## config.mk

```make
export PLATFORM = sky130hd
export DESIGN_NAME = xyj_disp_scan
export DESIGN_NICKNAME = d
export VERILOG_FILES = /design/src/rtl/xyj_disp_scan.sv
export SDC_FILE = /design/constraint.sdc
export NUM_CORES = 1
export LEC_CHECK = 0
export CORE_ASPECT_RATIO = 0.6
export CORE_MARGIN = 2
export CORE_UTILIZATION = 39
export CTS_BUF_LIST = sky130_fd_sc_hd__clkbuf_2 sky130_fd_sc_hd__clkbuf_4 sky130_fd_sc_hd__clkbuf_8
export DETAILED_ROUTE_END_ITERATION = 7
export PLACE_DENSITY = 0.6
export RECOVER_POWER = 25
export SLEW_MARGIN = 0
export SYNTH_ARGS = -nofsm -noshare
export SYNTH_HDL_FRONTEND = slang
export SYNTH_SLANG_ARGS = --single-unit
```

## constraint.sdc

```tcl
create_clock -name clk -period 2.76 [get_ports clk]
set_clock_uncertainty 0.2 [all_clocks]
set_input_delay 0.276 -clock clk [delete_from_list [all_inputs] [get_ports clk]]
set_output_delay 0.276 -clock clk [all_outputs]
set_load 0.01 [all_outputs]
```

## src/rtl/xyj_disp_scan.sv

```systemverilog
// Four-digit multiplexed 7-segment driver for the washer controller: phase, pause flag and remaining seconds.
// Optional build macro LEAD_ZERO_BLANK_EN blanks a leading zero in the tens digit.
module xyj_disp_scan #(
    parameter int SCAN_DIV  = 50000,
    parameter int BLINK_DIV = 25000000
) (
    input  logic       clk,
    input  logic       rst,
    input  logic [2:0] phase,
    input  logic [5:0] sec_in,
    input  logic       stop_in,
    output logic [0:6] seg,
    output logic [0:3] dig_sel,
    output logic       frame_tick
);

    localparam int SCAN_W  = (SCAN_DIV > 1) ? $clog2(SCAN_DIV) : 1;
    localparam int BLINK_W = (BLINK_DIV > 1) ? $clog2(BLINK_DIV) : 1;

    localparam logic [6:0] G_BLANK = 7'b0000000;
    localparam logic [6:0] G_DASH  = 7'b0000001;
    localparam logic [6:0] G_E     = 7'b1001111;
    localparam logic [6:0] G_P     = 7'b1100111;

    typedef enum logic [1:0] {
        ST_IDLE = 2'd0,
        ST_SUB  = 2'd1,
        ST_DONE = 2'd2
    } conv_state_t;

    // Decimal digit to segment pattern, bit 6 = segment a.
    function automatic logic [6:0] digit_glyph(input logic [3:0] d);
        logic [6:0] g;
        case (d)
            4'd0:    g = 7'b1111110;
            4'd1:    g = 7'b0110000;
            4'd2:    g = 7'b1101101;
            4'd3:    g = 7'b1111001;
            4'd4:    g = 7'b0110011;
            4'd5:    g = 7'b1011011;
            4'd6:    g = 7'b1011111;
            4'd7:    g = 7'b1110000;
            4'd8:    g = 7'b1111111;
            4'd9:    g = 7'b1111011;
            default: g = 7'b0000000;
        endcase
        return g;
    endfunction

    logic [SCAN_W-1:0]  scan_cnt_r;
    logic [1:0]         idx_r;
    logic               term_s;
    logic               frame_start_s;
    logic [5:0]         sec_snap_r;
    logic [2:0]         ph_snap_r;
    logic               stop_snap_r;
    conv_state_t        state_r, state_n;
    logic [5:0]         rem_r, rem_n;
    logic [2:0]         tens_cnt_r, tens_cnt_n;
    logic [2:0]         tens_r, tens_n;
    logic [3:0]         ones_r, ones_n;
    logic [BLINK_W-1:0] blink_cnt_r;
    logic               blink_on_r;
    logic               blink_act_s;
    logic               over_s;
    logic [6:0]         slot_glyph_s;
    logic [6:0]         seg_r;
    logic [3:0]         dig_sel_r;
    logic               frame_tick_r;

    assign term_s        = (scan_cnt_r == SCAN_W'(SCAN_DIV - 1));
    assign frame_start_s = term_s && (idx_r == 2'd3);
    assign blink_act_s   = stop_snap_r || (ph_snap_r == 3'd5);
    assign over_s        = (sec_snap_r > 6'd59);

    // Slot timer, digit index and per-frame input snapshot.
    always_ff @(posedge clk or negedge rst) begin
        if (!rst) begin
            scan_cnt_r  <= '0;
            idx_r       <= 2'd0;
            sec_snap_r  <= 6'd0;
            ph_snap_r   <= 3'd0;
            stop_snap_r <= 1'b0;
        end else if (term_s) begin
            scan_cnt_r <= '0;
            idx_r      <= idx_r + 2'd1;
            if (frame_start_s) begin
                sec_snap_r  <= sec_in;
                ph_snap_r   <= phase;
                stop_snap_r <= stop_in;
            end
        end else begin
            scan_cnt_r <= scan_cnt_r + SCAN_W'(1);
        end
    end

    // Conversion FSM state and datapath registers.
    always_ff @(posedge clk or negedge rst) begin
        if (!rst) begin
            state_r    <= ST_IDLE;
            rem_r      <= 6'd0;
            tens_cnt_r <= 3'd0;
            tens_r     <= 3'd0;
            ones_r     <= 4'd0;
        end else begin
            state_r    <= state_n;
            rem_r      <= rem_n;
            tens_cnt_r <= tens_cnt_n;
            tens_r     <= tens_n;
            ones_r     <= ones_n;
        end
    end

    // Repeated subtract-by-ten; the start loads sec_in directly since the snapshot lands on the same edge.
    always_comb begin
        state_n    = state_r;
        rem_n      = rem_r;
        tens_cnt_n = tens_cnt_r;
        tens_n     = tens_r;
        ones_n     = ones_r;
        case (state_r)
            ST_IDLE: begin
                if (frame_start_s) begin
                    rem_n      = sec_in;
                    tens_cnt_n = 3'd0;
                    state_n    = ST_SUB;
                end else begin
                    state_n = ST_IDLE;
                end
            end
            ST_SUB: begin
                if (rem_r >= 6'd10) begin
                    rem_n      = rem_r - 6'd10;
                    tens_cnt_n = tens_cnt_r + 3'd1;
                end else begin
                    state_n = ST_DONE;
                end
            end
            ST_DONE: begin
                tens_n  = tens_cnt_r;
                ones_n  = rem_r[3:0];
                state_n = ST_IDLE;
            end
            default: state_n = ST_IDLE;
        endcase
    end

    // Blink timer, parked at "on" whenever blinking is not wanted.
    always_ff @(posedge clk or negedge rst) begin
        if (!rst) begin
            blink_cnt_r <= '0;
            blink_on_r  <= 1'b1;
        end else if (!blink_act_s) begin
            blink_cnt_r <= '0;
            blink_on_r  <= 1'b1;
        end else if (blink_cnt_r == BLINK_W'(BLINK_DIV - 1)) begin
            blink_cnt_r <= '0;
            blink_on_r  <= ~blink_on_r;
        end else begin
            blink_cnt_r <= blink_cnt_r + BLINK_W'(1);
        end
    end

    // Glyph for the digit about to be enabled.
    always_comb begin
        slot_glyph_s = G_BLANK;
        case (idx_r)
            2'd0: begin
                case (ph_snap_r)
                    3'd0:    slot_glyph_s = G_DASH;
                    3'd1, 3'd2, 3'd3, 3'd4:
                             slot_glyph_s = digit_glyph({1'b0, ph_snap_r});
                    3'd5:    slot_glyph_s = G_E;
                    default: slot_glyph_s = G_BLANK;
                endcase
            end
            2'd1: begin
                if (stop_snap_r) begin
                    slot_glyph_s = G_P;
                end else begin
                    slot_glyph_s = G_BLANK;
                end
            end
            2'd2: begin
                if (!blink_on_r) begin
                    slot_glyph_s = G_BLANK;
                end else if (over_s) begin
                    slot_glyph_s = G_DASH;
`ifdef LEAD_ZERO_BLANK_EN
                end else if (tens_r == 3'd0) begin
                    slot_glyph_s = G_BLANK;
`endif
                end else begin
                    slot_glyph_s = digit_glyph({1'b0, tens_r});
                end
            end
            2'd3: begin
                if (!blink_on_r) begin
                    slot_glyph_s = G_BLANK;
                end else if (over_s) begin
                    slot_glyph_s = G_DASH;
                end else begin
                    slot_glyph_s = digit_glyph(ones_r);
                end
            end
            default: slot_glyph_s = G_BLANK;
        endcase
    end

    // Output registers; digit enable and segments change together at the slot boundary.
    always_ff @(posedge clk or negedge rst) begin
        if (!rst) begin
            seg_r        <= 7'b0000000;
            dig_sel_r    <= 4'b0000;
            frame_tick_r <= 1'b0;
        end else begin
            frame_tick_r <= frame_start_s;
            if (term_s) begin
                seg_r     <= slot_glyph_s;
                dig_sel_r <= 4'b1000 >> idx_r;
            end else begin
                seg_r     <= seg_r;
                dig_sel_r <= dig_sel_r;
            end
        end
    end

    assign seg        = seg_r;
    assign dig_sel    = dig_sel_r;
    assign frame_tick = frame_tick_r;

endmodule

```

---- After elaboration in Yosys (flattened, before gate mapping) ----
Memory sizes are Yosys's and may differ from the RTL's.
Index checks and enable logic that the tools add are counted.
operators by class
  $add $sub $neg .......................... 5
  order comparisons ....................... 2
  eq/ne operators ......................... 16
  shift-type cells ........................ 1
  multiplexer cells ....................... 21
  bitwise gates (word level) .............. 1
  reductions and logical operators ........ 9
operator list
  operator                 number
  $mux W25                 2
  $mux W7                  5
  $pmux W7 S4              1
  $add A25 B1 Y25 const B  1
  $eq A25 B25 Y1 const B   1
  $pmux W7 S3              1
  $add A16 B1 Y16 const B  1
  $eq A16 B16 Y1 const B   1
  $mux W16                 1
  $mux W6                  2
  $pmux W6 S2              1
  $eq A2 B2 Y1 const B     3
  $eq A3 B2 Y1 const B     2
  $eq A3 B3 Y1 const B     2
  $ge A6 B4 Y1 const B     1
  $gt A6 B6 Y1 const B     1
  $mux W3                  2
  $ne A2 B2 Y1 const B     3
  $pmux W3 S2              1
  $sub A6 B4 Y6 const B    1
  $eq A2 B1 Y1 const B     2
  $logic_not A2 Y1         2
  $pmux W2 S2              1
  $reduce_or A4 Y1         1
  other kinds (14)         16
word-level totals
  flip-flop bits (word level) ............. 84
  ROM bits ................................ 224
  input port bits ......................... 12
  memories kept ........................... 3
memories
  name             words  bits a word  rd ports  clocked after Yosys merged registers in  write ports  RTL line  text
  (no name shown)  16     7            1         0                                        0            34        case (d)
  (no name shown)  8      7            1         0                                        0            34
  (no name shown)  8      7            1         0                                        0            34

---- Longest topological paths before layout ----
  depth in word-level cells ............... 4
  gate-level depth with buffers ........... 8
  mapped depth without buffers ............ 7

---- Worst setup path after synthesis ----
OpenSTA, ideal clock, no wires.
  kind .................................... register -> register
  start ................................... reg scan_cnt_r[11]
  end ..................................... reg rem_r[5]
  library setup time ...................... 118 ps
  arrival time ............................ 1684 ps
  required time ........................... 2442 ps
  setup slack ............................. 758 ps
  cell stages (with the launch flop) ...... 7
  cells stage by stage .................... dfrtp_1 -> or4b_4 -> and4bb_1 -> buf_6 -> and2_4 -> o32ai_1 -> a21o_1
between the ends
  longest elaborated chain between the ends .. 4
RTL lines
  element                             RTL line  text
  from (decl)                         50        logic [SCAN_W-1:0] scan_cnt_r;
  from (signal assigned)              93        scan_cnt_r <= scan_cnt_r + SCAN_W'(1);
  $eq A16 B16 Y1                      71        assign term_s = (scan_cnt_r == SCAN_W'(SCAN_DIV - 1));
  $logic_and A1 B1 Y1                 72        assign frame_start_s = term_s && (idx_r == 2'd3);
  $ne A2 B2 Y1 (no source line)       --
  $reduce_and A3 Y1 (no source line)  --
  to (signal assigned)                107       rem_r <= rem_n;
  to (decl)                           58        logic [5:0] rem_r, rem_n;
Every way passes these cells.
A chain may end at the register's enable or synchronous reset.

---- Worst setup path in the final report ----
  start ................................... reg scan_cnt_r[11]
  end ..................................... reg sec_snap_r[5]
between the ends
  longest elaborated chain between the ends .. 3
RTL lines
  element                                 RTL line  text
  $eq A16 B16 Y1 (*)                      71
  $logic_and A1 B1 Y1                     72
  $reduce_and A2 Y1 (no source line) (*)  --
  to (signal assigned)                    88        sec_snap_r <= sec_in;
  to (decl)                               54        logic [5:0] sec_snap_r;
Every way passes the cells marked *; elsewhere a longest branch is shown, timed or not.

==> metrics <==
Total GRT Usage=between 10% and 20%; Worst Hold Class=register to register; number of routed nets with antenna violations=0; synth warn=0; # clock sinks=82; setup TNS=0 ps; Buf/Inv on CP=1; Crit path largest cell delay=~560 ps; status=completed; DR pass1 iterations=5; initial antenna violation count=0; Slowest-stage cell, CP=or4b_4; share of the synthesized area in the top cell type=between 40% and 50%; Worst Max-Slew Pin Slew=about 840 ps; Synth Area per Inst=slightly below 10 µm²; final net count=slightly above 500; P per Cell Area=between 400 and 500 nW/µm²; TritonCTS clock tree=built; row cnt=30; Yosys cell types=57; Die H=slightly below 90 µm; largest net degree at the start of global routing=50; DRC viols=0; Final setup violation count=0; total core area=11200 µm²; register area share after synthesis=45.9%; Leak=2.20 nW; n_diodes=0; H-Tree Depth=3; most frequent cells after synthesis=dfrtp_1, nor2_1, nand2_1, xor2_1, ha_1; final hold violation count=0; Root Buffer=clkbuf_8; Main synth FF type=dfrtp_1; crit path launch type=register; top cell type by total area after synthesis=dfrtp_1; I/O Pins=24; Clk Latency, worst-skew pair=roughly 360 ps; type of the worst setup path=register to register; Starting DRT DRC Count=164; main area contributors after synthesis=dfrtp_1, ha_1, xor2_1; TritonCTS Buffers=9; first-pass GRT wire length=approximately 15 mm; die area=12400 µm²; layout cells sized above 1=under 10%; ys async rst share=100%; worst-path fanout max=9; peak supply drop=0.000194 V; drt wl/cell=~14 µm; crit-path leading delay family=simple AND/OR/NAND/NOR gates; Max Slew Vio Count=0; # port buffers=23; critical path capture point type=register; Mapped Area=between 4000 and 5000 µm²; flop and latch count out of synthesis=roughly 80; gp weighted congestion=0.858; Via-to-Cell Ratio=5.16; clock slew at reported path FFs=around 90 ps; post-route clock period utilization=84.0%; top-count cell post-synth=dfrtp_1; Clock Tree Buf Depth=2; die width=about 140 µm; starting density of the core=approximately two fifths; Detailed Route WL=8.92 mm; slew margin rel.=44.1%; gate count of the mapped netlist=roughly 460; max cap viols=0; P&R area growth vs syn=12.7%; Period minus WS final=2320 ps; RSZ-0062 raised after global routing=false; worst path cell trace=or4b_4, and4bb_1, buf_4, mux2_2; Core Util, Final=between 40% and 50%; Worst Path Arrival=between 2000 and 2500 ps; critical path data required time=between 2000 and 3000 ps; vias in the first global route=between 3k and 4k; detailed placement HPWL=approximately 6.6 mm; achievable frequency=roughly 430 MHz; flop2flop setup slack=approximately 440 ps; Vias=approximately 3.2k; number of flops mapped to enable cells by yosys=0; CTS-repair resized insts=0; grt ovf=0; synthesized netlist net count=around 490
[stage by stage]
stage               hold slack [ps]  setup WS [ps]  cell area, µm²  std cells  power (mW)
CTS                             203            432            5050        629        2.21
finish                          270            441            5030        629        2.17
floorplan                      -220            758            4470        455        1.23
global route                    284            347            5030        629        2.26
global placement               61.2            483            4830        612        1.27
detailed placement             64.2            447            4830        612        1.27
[kinds of logic (layout without fill, tap and decap cells)]
group	count (synthesis)	in the layout	synth area share, %
adders and majority gates	26	26	7.28
AOI/OAI and AO/OA	71	71	9.94
muxes	13	13	3.19
buffers and inverters	36	66	4.12
and+or+nand+nor	186	186	21.5
xor gates and xnor gates	41	41	8.03
DFF	82	82	45.9
[sequential cells by signal, indices dropped and copies added, names as in the netlist, 2 cells and up]
signal       cells
blink_cnt_r     25
scan_cnt_r      16
seg              7
rem_r            6
dig_sel          4
ones_r           4
sec_snap_r       4
ph_snap_r        3
tens_cnt_r       3
tens_r           3
idx_r            2
state_r          2
[layout by cell type (no fill, tap or decap), drive strengths merged, types with 2 or more instances in the layout]
cell           instances
nand4b                 2
mux2i                  3
nand2b                 6
ha                    26
clkinvlp               2
a22oi                  3
a21oi                 16
o21a                   4
nand3                 20
nand4                 10
dfrtp                 81
xor2                  27
o21ai                 24
xnor2                 14
and4                   3
nor2                  56
o22ai                  5
clkinv                 2
and2                   5
nor4                   4
inv                   19
a31oi                  2
clkdlybuf4s50         22
o221ai                 2
or4b                   2
and3                   9
clkbuf                14
a21o                   3
nor2b                  6
mux2                  10
nor3                   9
buf                    5
o211ai                 3
nand2                 49
[per-layer routing]
layer / share of wire (%) / track usage (%)
met1: 54 / 24.7
met2: 39 / 22.1
met3: 5.7 / 3.96
met4: 1.1 / 4.64
met5: 0 / 0
[final timing paths]
kind / startpoint / depth (start not counted) / endpoint
min in group asynchronous: rst / 2 / sec_snap_r[4]
max: scan_cnt_r[11] / 4 / sec_snap_r[5]
max in group asynchronous: rst / 3 / seg[4]
min: dig_sel[2] / 2 / dig_sel[2]
max reg2reg: scan_cnt_r[11] / 4 / sec_snap_r[5]
min reg2reg: dig_sel[2] / 2 / dig_sel[2]
[power breakdown]
part / switching (mW) / total [mW] / internal [mW]
Clock: 0.456 / 0.926 / 0.470
Combinational: 0.0264 / 0.0421 / 0.0156
Sequential: 0.000375 / 1.20 / 1.20
[worst reg2reg max path, delay by kind of cell (launching register included)]
kind,cells,cell delay (ps)
DFF,1,420
muxes,1,330
buffers and inverters,1,210
and+or+nand+nor,2,1060
[cell type report]
type,instances,area (µm²)
clock buffer,11,151
clock inverter,5,62.6
fill,1061,6190
inverter,19,71.3
multi-input combinational,337,2230
sequential,82,2050
tap,144,180
timing repair buffer,31,284
[what timing repair did]
item	CTS	global route
hold buffers	1	0
hold endpoints to repair	33	0
buffers inserted	0	0
(Power assumes the default switching activity.)
